## src/rtl/pipe_stage_skid_if.sv

```systemverilog
// Valid/ready handshake bundle carrying an opaque payload between pipeline stages.
// The master drives valid/data and the slave returns ready.
interface pipe_stage_skid_if #(
   parameter int DATA_W = 160
);
   logic              valid;
   logic              ready;
   logic [DATA_W-1:0] data;

   modport master (
      output valid,
      output data,
      input  ready
   );

   modport slave (
      input  valid,
      input  data,
      output ready
   );
endinterface

```

## src/rtl/pipe_stage_skid.sv

```systemverilog
// Handshaked pipeline-stage register with an optional skid entry, synchronous flush
// and a saturating backpressure counter.
//
// state    | meaning
// ---------+------------------------------------------------
// ST_EMPTY | no entry held (main_v=0, skid_v=0)
// ST_FULL  | main entry held, skid free (main_v=1, skid_v=0)
// ST_SKID  | main and skid both held; only reachable with SKID_EN=1
module pipe_stage_skid #(
   parameter int DATA_W  = 160,
   parameter bit SKID_EN = 1'b1,
   parameter int CNT_W   = 16
) (
   input  logic                 clk_i,
   input  logic                 rst_i,
   input  logic                 flush_i,
   pipe_stage_skid_if.slave     up_if,
   pipe_stage_skid_if.master    dn_if,
   output logic [1:0]           occupancy_o,
   output logic [CNT_W-1:0]     stall_cnt_o
);

   typedef enum logic [1:0] {
      ST_EMPTY = 2'd0,
      ST_FULL  = 2'd1,
      ST_SKID  = 2'd2
   } state_e;

   state_e              state_q, state_d;
   logic [DATA_W-1:0]   main_q, main_d;
   logic [DATA_W-1:0]   skid_q, skid_d;
   logic [CNT_W-1:0]    cnt_q, cnt_d;

   logic                main_v;
   logic                skid_v;
   logic                in_ready;
   logic                in_xfer;
   logic                out_xfer;

   assign main_v = (state_q != ST_EMPTY);
   assign skid_v = (state_q == ST_SKID);

   // With the skid entry, ready depends only on flops so it can cut the upstream path.
   generate
      if (SKID_EN) begin : g_rdy_skid
         assign in_ready = !skid_v && !rst_i;
      end else begin : g_rdy_single
         assign in_ready = (!main_v || dn_if.ready) && !rst_i;
      end
   endgenerate

   assign in_xfer  = up_if.valid && in_ready;
   assign out_xfer = main_v && dn_if.ready;

   always_comb begin
      state_d = state_q;
      main_d  = main_q;
      skid_d  = skid_q;
      case (state_q)
         ST_EMPTY: begin
            if (in_xfer) begin
               main_d  = up_if.data;
               state_d = ST_FULL;
            end
         end
         ST_FULL: begin
            if (in_xfer && (out_xfer || !SKID_EN)) begin
               main_d  = up_if.data;
               state_d = ST_FULL;
            end else if (in_xfer) begin
               skid_d  = up_if.data;
               state_d = ST_SKID;
            end else if (out_xfer) begin
               state_d = ST_EMPTY;
            end
         end
         ST_SKID: begin
            if (out_xfer) begin
               main_d  = skid_q;
               state_d = ST_FULL;
            end
         end
         default: begin
            state_d = ST_EMPTY;
         end
      endcase
      // Flush drops the valid bits only; payload registers keep their old contents.
      if (flush_i) begin
         state_d = ST_EMPTY;
         main_d  = main_q;
         skid_d  = skid_q;
      end
   end

   always_comb begin
      cnt_d = cnt_q;
      if (main_v && !dn_if.ready && (cnt_q != {CNT_W{1'b1}})) begin
         cnt_d = cnt_q + CNT_W'(1);
      end
   end

   always_ff @(posedge clk_i) begin
      if (rst_i) begin
         state_q <= ST_EMPTY;
         main_q  <= '0;
         cnt_q   <= '0;
      end else begin
         state_q <= state_d;
         main_q  <= main_d;
         cnt_q   <= cnt_d;
      end
   end

   generate
      if (SKID_EN) begin : g_skid
         always_ff @(posedge clk_i) begin
            if (rst_i) begin
               skid_q <= '0;
            end else begin
               skid_q <= skid_d;
            end
         end
      end else begin : g_no_skid
         assign skid_q = '0;
      end
   endgenerate

   assign up_if.ready = in_ready;
   assign dn_if.valid = main_v;
   assign dn_if.data  = main_q;
   assign occupancy_o = {1'b0, main_v} + {1'b0, skid_v};
   assign stall_cnt_o = cnt_q;

endmodule

```

## src/flat_wrapper.sv

```systemverilog
// flat-port wrapper written by rule: the top's interface ports become plain ports
module pipe_stage_skid_flat 
#(
   parameter int DATA_W  = 160,
   parameter bit SKID_EN = 1'b1,
   parameter int CNT_W   = 16
)
  (clk_i, rst_i, flush_i, occupancy_o, stall_cnt_o, up_if_valid, up_if_data, up_if_ready, dn_if_valid, dn_if_data, dn_if_ready);
  pipe_stage_skid_if #(.DATA_W(DATA_W)) up_if_i ();
  pipe_stage_skid_if #(.DATA_W(DATA_W)) dn_if_i ();
  input  logic clk_i;
  input  logic rst_i;
  input  logic flush_i;
  output logic [1:0] occupancy_o;
  output logic [CNT_W-1:0] stall_cnt_o;
  input wire logic [$bits(up_if_i.valid)-1:0] up_if_valid;
  input wire logic [$bits(up_if_i.data)-1:0] up_if_data;
  output wire logic [$bits(up_if_i.ready)-1:0] up_if_ready;
  output wire logic [$bits(dn_if_i.valid)-1:0] dn_if_valid;
  output wire logic [$bits(dn_if_i.data)-1:0] dn_if_data;
  input wire logic [$bits(dn_if_i.ready)-1:0] dn_if_ready;
  assign up_if_i.valid = up_if_valid;
  assign up_if_i.data = up_if_data;
  assign up_if_ready = up_if_i.ready;
  assign dn_if_valid = dn_if_i.valid;
  assign dn_if_data = dn_if_i.data;
  assign dn_if_i.ready = dn_if_ready;
  pipe_stage_skid #(.DATA_W(DATA_W), .SKID_EN(SKID_EN), .CNT_W(CNT_W)) u_core (.clk_i(clk_i), .rst_i(rst_i), .flush_i(flush_i), .up_if(up_if_i), .dn_if(dn_if_i), .occupancy_o(occupancy_o), .stall_cnt_o(stall_cnt_o));
endmodule
```

## config.mk

```make
export PLATFORM = sky130hd
export DESIGN_NAME = pipe_stage_skid_flat
export DESIGN_NICKNAME = d
export VERILOG_FILES = /design/src/rtl/pipe_stage_skid_if.sv /design/src/rtl/pipe_stage_skid.sv /design/src/flat_wrapper.sv
export SDC_FILE = /design/constraint.sdc
export NUM_CORES = 1
export LEC_CHECK = 0
export ABC_AREA = 0
export BUFFER_PORTS_ARGS = -buffer_cell sky130_fd_sc_hd__buf_2
export CAP_MARGIN = 0
export CORE_AREA = 2 2 161 163
export DETAILED_ROUTE_END_ITERATION = 10
export DIE_AREA = 0 0 163 165
export PLACE_DENSITY = 0.79
export REMOVE_ABC_BUFFERS = 1
export SLEW_MARGIN = 20
export SYNTH_ARGS = -nofsm -noshare
export SYNTH_HDL_FRONTEND = slang
export SYNTH_SLANG_ARGS = --single-unit
```

## constraint.sdc

```tcl
create_clock -name clk_i -period 2.48 [get_ports clk_i]
set_clock_uncertainty 0.1 [all_clocks]
set_input_delay 0.744 -clock clk_i [delete_from_list [all_inputs] [get_ports clk_i]]
set_output_delay 0.744 -clock clk_i [all_outputs]
set_load 0.005 [all_outputs]
```

**Word-level counts from Yosys, hierarchy flattened**

Index checks and enable logic that the tools add are counted.

- Register bits after elaboration: 338
- Bits of input ports: 165
- Output and inout bits: 180

- Add/sub/neg operators: 2
- Equality and inequality tests: 7
- Multiplexer cells: 10
- Bitwise gates (word level): 2
- Reductions and logical operators: 16

Operators by type and width:

| operator | count |
|---|---|
| $mux 160 | 3 |
| $pmux 160 s3 | 1 |
| $add 16x1->16 const B | 1 |
| $ne 16x16->1 const B | 1 |
| $mux 2 | 5 |
| $logic_and 1x1->1 | 6 |
| $pmux 2 s3 | 1 |
| $reduce_and 5->1 | 1 |
| $ne 2x1->1 const B | 2 |
| $ne 4x1->1 const B | 1 |
| $reduce_and 4->1 | 1 |
| $logic_not 1->1 | 3 |
| $reduce_and 3->1 | 1 |
| $reduce_bool 3->1 | 1 |
| $add 1x1->2 | 1 |
| $eq 2x1->1 const B | 1 |
| $eq 2x2->1 const B | 1 |
| $logic_not 2->1 | 1 |
| $ne 2x2->1 const B | 1 |
| $not 1->1 | 2 |
| $reduce_bool 2->1 | 1 |
| $reduce_or 2->1 | 1 |

**Depth between registers and ports, before layout**

- Depth after elaboration: 7
- Gate-level depth with buffers: 9
- Gate-level depth less buffers: 6

**Worst setup path before layout**

Ideal clock, no wire load.

- Kind: input to output
- Start: in rst_i
- End: out up_if_ready
- Arrival: 1590 ps
- Data required time: 1636 ps
- Slack: 46 ps
- Stages on the path: 4
- Cells stage by stage: clkbuf_1 -> clkbuf_1 -> clkbuf_1 -> nor2_1

- Longest elaborated chain between the ends: 2

RTL lines:

| element | RTL line | RTL |
|---|---|---|
| from (decl) | flat_wrapper.sv:12 | `input logic rst_i;` |
| $logic_not 1->1 | pipe_stage_skid.sv:46 | `assign in_ready = !skid_v && !rst_i;` |
| $logic_and 1x1->1 | pipe_stage_skid.sv:46 |  |
| to (decl) | flat_wrapper.sv:18 | `output wire logic [$bits(up_if_i.ready)-1:0] up_if_ready;` |

No other way between the ends.

**Worst setup path in the final report**

- Start: reg u_core.state_q[0]
- End: out occupancy_o[0]

- Longest elaborated chain between the ends: 2
- Elaborated cells between the ends (all ways): 3

RTL lines:

| element | RTL line | RTL |
|---|---|---|
| from (decl) | pipe_stage_skid.sv:29 | `state_e state_q, state_d;` |
| from (signal assigned) | pipe_stage_skid.sv:108 | `state_q <= state_d;` |
| $eq 2x2->1 or $reduce_bool 2->1 (tied branches) | pipe_stage_skid.sv:41, pipe_stage_skid.sv:40 |  |
| $add 1x1->2 * | pipe_stage_skid.sv:131 | `assign occupancy_o = {1'b0, main_v} + {1'b0, skid_v};` |
| to (decl) | flat_wrapper.sv:14 | `output logic [1:0] occupancy_o;` |

Every way passes the cells marked *; elsewhere a longest branch is shown, timed or not.

==> results.cfg <==
[placement]
dpl.cell_count = 2274
portBuffers = 344
gp_congestion = 0.7990
hpwlAfterDp_um = 23590
dp_slack_ns = -0.001271

[run_status]
status = finished, final reports clean

[layout]
fillers = 2097
layout-drive-gt1-share = 0.2315
multiInputGateArea_sq_um = 5803
final_nets = 2152
final_core_utilization = 0.6674
fin_cells = 2344
syn2layout_area_growth_pct = 26.71
final-seq-area_sq_um = 6774

[synthesis]
ys_seq_elements = 338
synth_top_area_cell = dfxtp_1
synth_edf_count = 0
synth_area_sq_um = 13190
postSynthAreaPerCell_sq_um = 7.771
synthTopCellsByArea = dfxtp_1 (51%), nand2_1 (18%), a311oi_1 (11%)
synth_ff_type = dfxtp_1
synth_top_cell_area_share = 0.5131
synth.distinct_cells = 38
yosysMostFrequentCell = nand2_1
synth_commonest_cells = nand2_1 (649), dfxtp_1 (338), nor2_1 (175)
yosysWarnings = 0
yosysSeqAreaShare = 0.5131
syn_inst = 1697
synth-async-reset-ratio = 0

[hold_path]
hold_end = u_core.skid_q[108]
min-delay-start = u_core.skid_q[108]
holdPathStages = 2
worst_hold_path_type = flip-flop to flip-flop

[critical_path]
reg2reg_to = u_core.dn_if.data[71]
timing.rr.start = u_core.state_q[1]
start_kind = flip-flop
worstPathMaxFanout = 6
crit_required_ns = 1.64
reg2regPathDepth = 9
path_class = flip-flop to output port
r2r_setup_slack_ns = 0.34
critPathArrivalTime_ns = 1.52
end_kind = output port

[timing]
setup_viol = 0
finalCritPeriodShare = 0.9517
hold_violations = 0
slew_violations = 0
slew_headroom = 0.4589
rsz0062_at_grt = no
fmaxAchievable_mhz = 423.7
tightest_slew_ns = 0.8117
finalCriticalPeriod_ns = 2.360
setup_ws_ns = 0.1198
hold_slack_ns = 0.3538

[routing]
antenna_left = 0
drc = 0
dr.first_iter.drc_count = 1165
dr.pass1.iters = 5
wire_per_inst_um = 15.63
vias = 12930
via_per_inst = 5.516
finalWirelength_um = 36630

[clocking]
cts.sink_count = 338
clkSlewWorstSetupHoldPaths_ns = 0.06
cts_hold_buf = 0
cts_max_path_buffers = 3
cts_root_buf = clkbuf_16
numCtsBuffers = 36
clkLatencyLatePin_ns = 0.51
cts_tree = yes
cts_max_level = 2

[floorplan]
floorplan.initialDensity = 0.5267
pin_count = 345
die_x_um = 163
coreArea_sq_um = 25040
dieArea_sq_um = 26900
core.rowCount = 58
die_h_um = 165

[power_and_ir_drop]
leakagePower_nw = 6.759
pwr_density_cell_nw_per_um2 = 720.0
p_total_mw = 12.03
irDropWorstVdd_uv = 497.6

[global_routing]
overflow = 0
grt_pass1_wl_um = 57860
antenna_found_initial = 6
grtUsageTotal = 0.2603
grt_max_degree = 129
grt_pass1_vias = 11950

[job]
maxCapViolCount = 0
## final cells by class
cell class,count,area share
sequential,338,0.4054
inverter,4,0.001048
timing repair buffer,395,0.1475
antenna,5,0.0007488
multi-input combinational,1210,0.3473
clock buffer,51,0.06335
clock inverter,11,0.009959
tap,330,0.02471
## worst max path at each step
stage,from,slack (ns),end,depth (start not counted)
after global routing,u_core.state_q[0],0.07,occupancy_o[0],4
final,u_core.state_q[0],0.12,occupancy_o[0],4
after global placement,rst_i,0.09,u_core.dn_if.data[17],8
after CTS,u_core.state_q[0],0.03,occupancy_o[0],4
after detailed placement,rst_i,-0.001,u_core.dn_if.data[96],8
after floorplan,u_core.state_q[0],-7.02,u_core.dn_if.data[0],5
## per-layer routing
metal  part of all wire  track usage
met5            0.00041            0
met2               0.48       0.4407
met1               0.40       0.3154
met4              0.030      0.09212
met3              0.093      0.07735
## what timing repair did
item | 4_1_cts | 5_1_grt
setup buffers | 2 | 1
endpoints found under the setup margin | 1 | 1
resized for setup | 3 | 3
## registers in the layout, summed over array words and instances, names as in the netlist
signal	flops
u_core.skid_q	160
u_core.state_q	2
u_core.stall_cnt_o	16
u_core.dn_if.data	160
## report_power, final
group          switching [mW]  total, mW  internal, mW  leakage [nW]
Sequential             0.0850       5.66          5.58          2.74
Clock                    2.11       5.50          3.39         0.606
Combinational           0.478      0.864         0.386          3.41
Total                    2.68       12.0          9.35          6.76
## stage by stage
| stage | setup TNS, ns | instance area [sq um] |
|---|---|---|
| finish | 0 | 16710 |
| global route | 0 | 16700 |
| CTS | 0 | 16670 |
| detailed placement | -0.001271 | 15430 |
| global placement | 0 | 15430 |
| floorplan | -1414.97 | 12550 |
## critical path, stage by stage (launching register included)
cell and delay, ns:
dfxtp_4 0.36, or2_4 0.24, ha_4 0.26, inv_1 0.03
buf_2 0.13
## placed cells by master, fill, tap and decap left out, types with 2 or more instances in the layout
master / instances
buf_2: 343
clkbuf_8: 8
o21bai_1: 2
dfxtp_4: 2
nor2_1: 175
nor4_1: 3
nor3_1: 6
clkbuf_16: 37
xnor2_1: 7
or3_1: 2
inv_6: 2
nand2b_4: 2
and3_1: 3
inv_1: 2
buf_4: 23
o21ai_0: 3
xor2_1: 2
a311oi_1: 161
buf_12: 28
nand3_1: 2
clkbuf_1: 6
a21oi_1: 167
clkinv_2: 4
bufinv_16: 4
nor4b_1: 2
dfxtp_1: 336
a31oi_1: 2
nand4_1: 7
diode_2: 5
nand2_1: 648
## logic make-up after synthesis
| family | synth area share |
|---|---|
| compound gates | 0.1777 |
| simple gates | 0.2520 |
| fa+ha+maj | 0.001897 |
| flops | 0.5131 |
| buf+inv | 0.04934 |
| xor+xnor | 0.005978 |
No activity file was read; power rests on OpenSTA's default activity.
